<file path="src/rtl/alu_seq_pkg.sv">
// Shared definitions for alu_seq: op codes, FSM state encoding, flag bundle.
// Latency: none (definitions only).
// Backpressure: none (definitions only).
// Optional multiply feature is selected by the ALU_SEQ_MUL_EN macro in alu_seq.sv.
package alu_seq_pkg;

    // Arithmetic group (L=0)
    localparam logic [1:0] OP_ADD  = 2'b00;
    localparam logic [1:0] OP_SUB  = 2'b01;
    localparam logic [1:0] OP_NEGA = 2'b10;
    localparam logic [1:0] OP_NEGB = 2'b11;

    // Logical group (L=1)
    localparam logic [1:0] OP_AND  = 2'b00;
    localparam logic [1:0] OP_OR   = 2'b01;
    localparam logic [1:0] OP_XOR  = 2'b10;
    localparam logic [1:0] OP_NOTA = 2'b11;

    // FSM state encoding
    localparam logic [1:0] ST_IDLE = 2'b00;
    localparam logic [1:0] ST_EXEC = 2'b01;
    localparam logic [1:0] ST_MUL  = 2'b10;
    localparam logic [1:0] ST_DONE = 2'b11;

    typedef struct packed {
        logic z;
        logic c;
        logic s;
    } flags_t;

    // A new start is only taken in IDLE or DONE.
    function automatic logic is_ready(input logic [1:0] st);
        return (st == ST_IDLE) || (st == ST_DONE);
    endfunction

    function automatic logic is_busy(input logic [1:0] st);
        return (st == ST_EXEC) || (st == ST_MUL);
    endfunction

endpackage

</file>
<file path="src/rtl/alu_core.sv">
// Combinational W-bit ALU: arithmetic/logical result plus z/c/s flags.
// Latency: 0 cycles (pure combinational).
// Backpressure: none; output follows inputs.
// Ports: a, b (W) operands; op (2) select; l (1) logical group;
//        r (W) result; flags (z, c, s).
module alu_core
    import alu_seq_pkg::*;
#(
    parameter int W = 4
) (
    input  logic [W-1:0] a,
    input  logic [W-1:0] b,
    input  logic [1:0]   op,
    input  logic         l,
    output logic [W-1:0] r,
    output flags_t       flags
);

    localparam logic [W:0] ONE = (W+1)'(1);

    // Arithmetic is done one bit wider so the carry falls out as bit W.
    logic [W:0] sum;

    always_comb begin
        sum   = '0;
        r     = '0;
        flags = '0;
        if (l) begin
            unique case (op)
                OP_AND:  r = a & b;
                OP_OR:   r = a | b;
                OP_XOR:  r = a ^ b;
                default: r = ~a;
            endcase
            flags.c = 1'b0;
            flags.s = 1'b0;
        end else begin
            unique case (op)
                OP_ADD:  sum = {1'b0, a} + {1'b0, b};
                OP_SUB:  sum = {1'b0, a} + {1'b0, ~b} + ONE;
                OP_NEGA: sum = {1'b0, ~a} + ONE;
                default: sum = {1'b0, ~b} + ONE;
            endcase
            r       = sum[W-1:0];
            flags.c = sum[W];
            flags.s = sum[W-1];
        end
        flags.z = (r == '0);
    end

endmodule

</file>
<file path="src/rtl/alu_seq.sv">
// Sequential ALU: captures operands on start, runs ALU op (2 edges) or optional shift-add multiply.
// Latency: start at edge n -> results at edge n+1 (ALU) or n+W (multiply); done high the following cycle.
// Backpressure: start is accepted only in IDLE/DONE; starts while busy are dropped. Multiply needs ALU_SEQ_MUL_EN.
// Ports: clk, reset (async, active-high), start, A, B, Op, L, Mul in;
//        R, z, c, s registered results, busy, done (one-cycle pulse) out.
module alu_seq
    import alu_seq_pkg::*;
#(
    parameter int W = 4
) (
    input  logic         clk,
    input  logic         reset,
    input  logic         start,
    input  logic [W-1:0] A,
    input  logic [W-1:0] B,
    input  logic [1:0]   Op,
    input  logic         L,
    input  logic         Mul,
    output logic [W-1:0] R,
    output logic         z,
    output logic         c,
    output logic         s,
    output logic         busy,
    output logic         done
);

    logic [1:0]   state_q, state_d;
    logic [W-1:0] a_q, a_d;
    logic [W-1:0] b_q, b_d;
    logic [1:0]   op_q, op_d;
    logic         l_q, l_d;
    logic [W-1:0] r_q, r_d;
    flags_t       flg_q, flg_d;

    logic [W-1:0] core_r;
    flags_t       core_flags;
    logic         accept;
    logic         mul_req;

`ifdef ALU_SEQ_MUL_EN
    localparam int             CW       = $clog2(W);
    localparam logic [CW-1:0]  CNT_LAST = CW'(W - 1);

    // Multiplicand shifts left and multiplier shifts right each step,
    // so every step looks only at bit 0 of the multiplier.
    logic [2*W-1:0] mcand_q, mcand_d;
    logic [W-1:0]   mplier_q, mplier_d;
    logic [2*W-1:0] acc_q, acc_d;
    logic [CW-1:0]  cnt_q, cnt_d;

    assign mul_req = Mul;
`else
    logic unused_mul;
    assign unused_mul = Mul;
    assign mul_req    = 1'b0;
`endif

    assign accept = start && is_ready(state_q);

    alu_core #(.W(W)) u_core (
        .a     (a_q),
        .b     (b_q),
        .op    (op_q),
        .l     (l_q),
        .r     (core_r),
        .flags (core_flags)
    );

    always_comb begin
        state_d = state_q;
        a_d     = a_q;
        b_d     = b_q;
        op_d    = op_q;
        l_d     = l_q;
        r_d     = r_q;
        flg_d   = flg_q;
`ifdef ALU_SEQ_MUL_EN
        mcand_d  = mcand_q;
        mplier_d = mplier_q;
        acc_d    = acc_q;
        cnt_d    = cnt_q;
`endif

        case (state_q)
            ST_EXEC: begin
                r_d     = core_r;
                flg_d   = core_flags;
                state_d = ST_DONE;
            end
`ifdef ALU_SEQ_MUL_EN
            ST_MUL: begin
                acc_d    = acc_q + (mplier_q[0] ? mcand_q : '0);
                mcand_d  = mcand_q << 1;
                mplier_d = mplier_q >> 1;
                cnt_d    = cnt_q + CW'(1);
                if (cnt_q == CNT_LAST) begin
                    // Last partial product folds straight into the output registers.
                    r_d     = acc_d[W-1:0];
                    flg_d.z = (acc_d[W-1:0] == '0);
                    flg_d.c = |acc_d[2*W-1:W];
                    flg_d.s = acc_d[W-1];
                    cnt_d   = '0;
                    state_d = ST_DONE;
                end
            end
`endif
            default: state_d = ST_IDLE;
        endcase

        // Accepting in DONE chains straight into the next operation.
        if (accept) begin
            a_d  = A;
            b_d  = B;
            op_d = Op;
            l_d  = L;
`ifdef ALU_SEQ_MUL_EN
            if (mul_req) begin
                mcand_d  = {{W{1'b0}}, A};
                mplier_d = B;
                acc_d    = '0;
                cnt_d    = '0;
                state_d  = ST_MUL;
            end else begin
                state_d  = ST_EXEC;
            end
`else
            state_d = ST_EXEC;
`endif
        end
    end

    always_ff @(posedge clk or posedge reset) begin
        if (reset) begin
            state_q <= ST_IDLE;
            a_q     <= '0;
            b_q     <= '0;
            op_q    <= '0;
            l_q     <= 1'b0;
            r_q     <= '0;
            flg_q   <= '{z: 1'b1, c: 1'b0, s: 1'b0};
        end else begin
            state_q <= state_d;
            a_q     <= a_d;
            b_q     <= b_d;
            op_q    <= op_d;
            l_q     <= l_d;
            r_q     <= r_d;
            flg_q   <= flg_d;
        end
    end

`ifdef ALU_SEQ_MUL_EN
    always_ff @(posedge clk or posedge reset) begin
        if (reset) begin
            mcand_q  <= '0;
            mplier_q <= '0;
            acc_q    <= '0;
            cnt_q    <= '0;
        end else begin
            mcand_q  <= mcand_d;
            mplier_q <= mplier_d;
            acc_q    <= acc_d;
            cnt_q    <= cnt_d;
        end
    end
`endif

    assign R    = r_q;
    assign z    = flg_q.z;
    assign c    = flg_q.c;
    assign s    = flg_q.s;
    assign busy = is_busy(state_q);
    assign done = (state_q == ST_DONE);

endmodule

</file>
<file path="config.mk">
export PLATFORM = sky130hd
export DESIGN_NAME = alu_seq
export DESIGN_NICKNAME = d
export VERILOG_FILES = /design/src/rtl/alu_seq_pkg.sv /design/src/rtl/alu_core.sv /design/src/rtl/alu_seq.sv
export SDC_FILE = /design/constraint.sdc
export NUM_CORES = 1
export LEC_CHECK = 0
export CAP_MARGIN = 15
export CORE_MARGIN = 2
export CORE_UTILIZATION = 50
export CTS_CLUSTER_SIZE = 24
export DETAILED_ROUTE_END_ITERATION = 7
export PLACE_DENSITY = 0.77
export SLEW_MARGIN = 30
export SYNTH_ARGS = -nofsm -noshare
export SYNTH_HDL_FRONTEND = slang
export SYNTH_SLANG_ARGS = --single-unit
</file>
<file path="constraint.sdc">
create_clock -name clk -period 5.61 [get_ports clk]
set_input_delay 1.122 -clock clk [delete_from_list [all_inputs] [get_ports clk]]
set_output_delay 1.122 -clock clk [all_outputs]
set_load 0.01 [all_outputs]
</file>
==> results.md <==
- Most frequent cells in the layout: 22 x clkdlybuf4s50_1, 20 x inv_1, 19 x dfrtp_1
- Pre-antenna DRT Iters: 6
- Post CTS Setup Buffer Count: 0
- Max-cap violations: 0
- N_diodes: 0
- Min-delay worst type: reg2reg
- Worst-margin pin slew: 738 ps
- Ys async rst share: 1.00
- Die height: 58.9 um
- Most common cell after layout, fill and taps aside: clkdlybuf4s50_1
- All-Layer GR Usage: 0.180
- Share of cells above drive strength 1: 0.150
- Final Cell Area: 0.00177 mm^2
- DRC: 2
- Clock skew: 7.26 ps
- Clock Pin Slew Worst Setup and Hold Paths: 130 ps
- Vias in the first global route: 1016
- Critical path's largest stage delay: 520 ps
- Slowest cell on crit path: clkdlybuf4s50_1
- HP Start: R[1]
- RSZ-0062 raised after global routing: no
- Dpl ws: 3110 ps
- Register area share after synthesis: 0.333
- CP required: 4490 ps
- Root Buffer: clkbuf_4
- DRT Wirelength: 2650 um
- Htree depth: 1
- Filler cell count: 253
- DP Wirelength: 2040 um
- Post-route worst setup slack: 2880 ps
- Maximum vdd drop: 315 uV
- Critical path, cell by cell: ha_1, inv_1, clkdlybuf4s50_1
- GRT met3 Usage: 0.0308
- PortBufs: 22
- Chip width: 58.9 um
- Grt ovf: 0
- PD cells: 682 mW/mm^2
- Fmax: 0.366 GHz
- Initial DRC count: 30
- Reg-to-reg startpoint: op_q[0]
- Family with the most delay on the worst path: buffers and inverters
- WP buf/inv: 2
- Crit. End Element: output pin
- Starting Density: 0.538
- Area Growth Syn to Fin: 17.5%
- Hold Buf Count CTS: 0
- Failing checks: design-rule violations
- ANT nets after route: 0
- Initial antenna violation count: 0
- Fin. max-slew vios: 0
- Fin crit share: 0.487
- Post-synth EDFFs: 0
- Ys Warns: 0
- Total negative slack: 0 ps
- Crit path kind: reg2out
- Full die area: 0.00347 mm^2
- Main synth FF type: dfrtp_1
- CTS tree: done
- Crit start category: flip-flop
- Cell Rows: 19
- Met1 GRT Util: 0.226
- Resized cells post-CTS: 0
- GR Util met2: 0.313
- Outcome: complete, but fails checks
- Worst-Skew Late Latency: 320 ps
- Via/cell ratio: 5.54
- Routed wire per std cell: 13.8 um
- Synth Register Bits: 20
- Num CTS Buffers: 3
- CTS sink count: 20
- Worst Setup SP: state_q[0]
- Final Hold Viols: 0
- Syn_nets: 174
- Post-DP Area: 0.00172 mm^2
- Avg Cell Area, Syn: 10.6 um^2
- First-pass GRT wire length: 4690 um
- Fin util: 0.632
- Max Buffers Root-to-Sink: 2
- Largest net degree at the start of global routing: 21
- Vias: 1058
- Ports: 24
- Max_slew headroom: 0.507
- LEAKAGE: 0.829 nW
- Final nets: 193
- Crit path arrival time: 1610 ps
- Final Wtd Congestion: 0.767
- Busiest grt layer: met2
- Mapped Area: 0.00151 mm^2
- Final setup fails: 0
- Synth cell types: 38
- Final Critical Period: 2730 ps
- Post-Syn Instances: 142
- Core box area: 0.00281 mm^2
- Crit Path Max Fanout: 2
[sequential cells by signal (all words and copies together), names as in the netlist]
register / cells
a_q: 4
l_q: 1
state_q: 2
op_q: 2
R: 4
z: 1
c: 1
b_q: 4
s: 1
[synth_stat cells (3+ instances only)]
cell      instances  area share
inv_1            20       0.050
mux2i_1          10       0.066
nor2_1            7       0.017
a211oi_1          3       0.015
o21ai_0           3      0.0099
nand2_1           4      0.0099
ha_1             15        0.12
dfrtp_1          19        0.32
a21oi_1           9       0.030
clkbuf_1          3      0.0075
mux2_2           13       0.097
[metal layers]
layer	share of wire	up-vias
li1	-	532
met1	0.47	497
met2	0.47	24
met3	0.037	5
met4	0.016	0
met5	0	-
[stage by stage]
stage	power, W	instances	hold slack, ps
2_1_floorplan	0.000915	142	529
3_5_place_dp	0.00109	187	506
6_report	0.00121	191	529
4_1_cts	0.00122	191	534
5_1_grt	0.00133	191	548
3_3_place_gp	0.00105	187	489
[layout make-up]
class                           count  area, um^2  area share
Multi-Input combinational cell     94         885       0.499
Tap cell                           31        38.8      0.0219
Clock inverter                      1        30.0      0.0169
Sequential cell                    20         502       0.283
Clock buffer                        3        22.5      0.0127
Inverter                           20        75.1      0.0423
Timing Repair Buffer               22         220       0.124
[kinds of logic (layout without fill, tap and decap cells)]
kind of cell,after synthesis,after routing,share of synthesized area
AOI/OAI and AO/OA,24,24,0.106
adders and majority gates,17,17,0.151
muxes,27,27,0.228
buffers and inverters,28,46,0.0813
DFF,20,20,0.333
and+or+nand+nor,23,23,0.0838
xor gates and xnor gates,3,3,0.0174
[power by group]
part | switching [W] | total, W | internal, W | leakage (nW)
combinational | 0.000338 | 0.000751 | 0.000413 | 0.567
clock | 0.0000510 | 0.000123 | 0.0000723 | 0.0279
sequential | 0.000117 | 0.000336 | 0.000219 | 0.235
total | 0.000506 | 0.00121 | 0.000704 | 0.829
[final timing paths]
check	slack, ps	to	depth (start not counted)
worst min-delay path	530	R[1]	1
max in group asynchronous	3930	op_q[1]	2
worst min register to register	530	R[1]	1
min in group asynchronous	1210	b_q[3]	2
worst max register to register	3200	R[1]	6
worst max-delay path	2880	busy	3
Note: power is estimated with default switching activity, not from simulation.
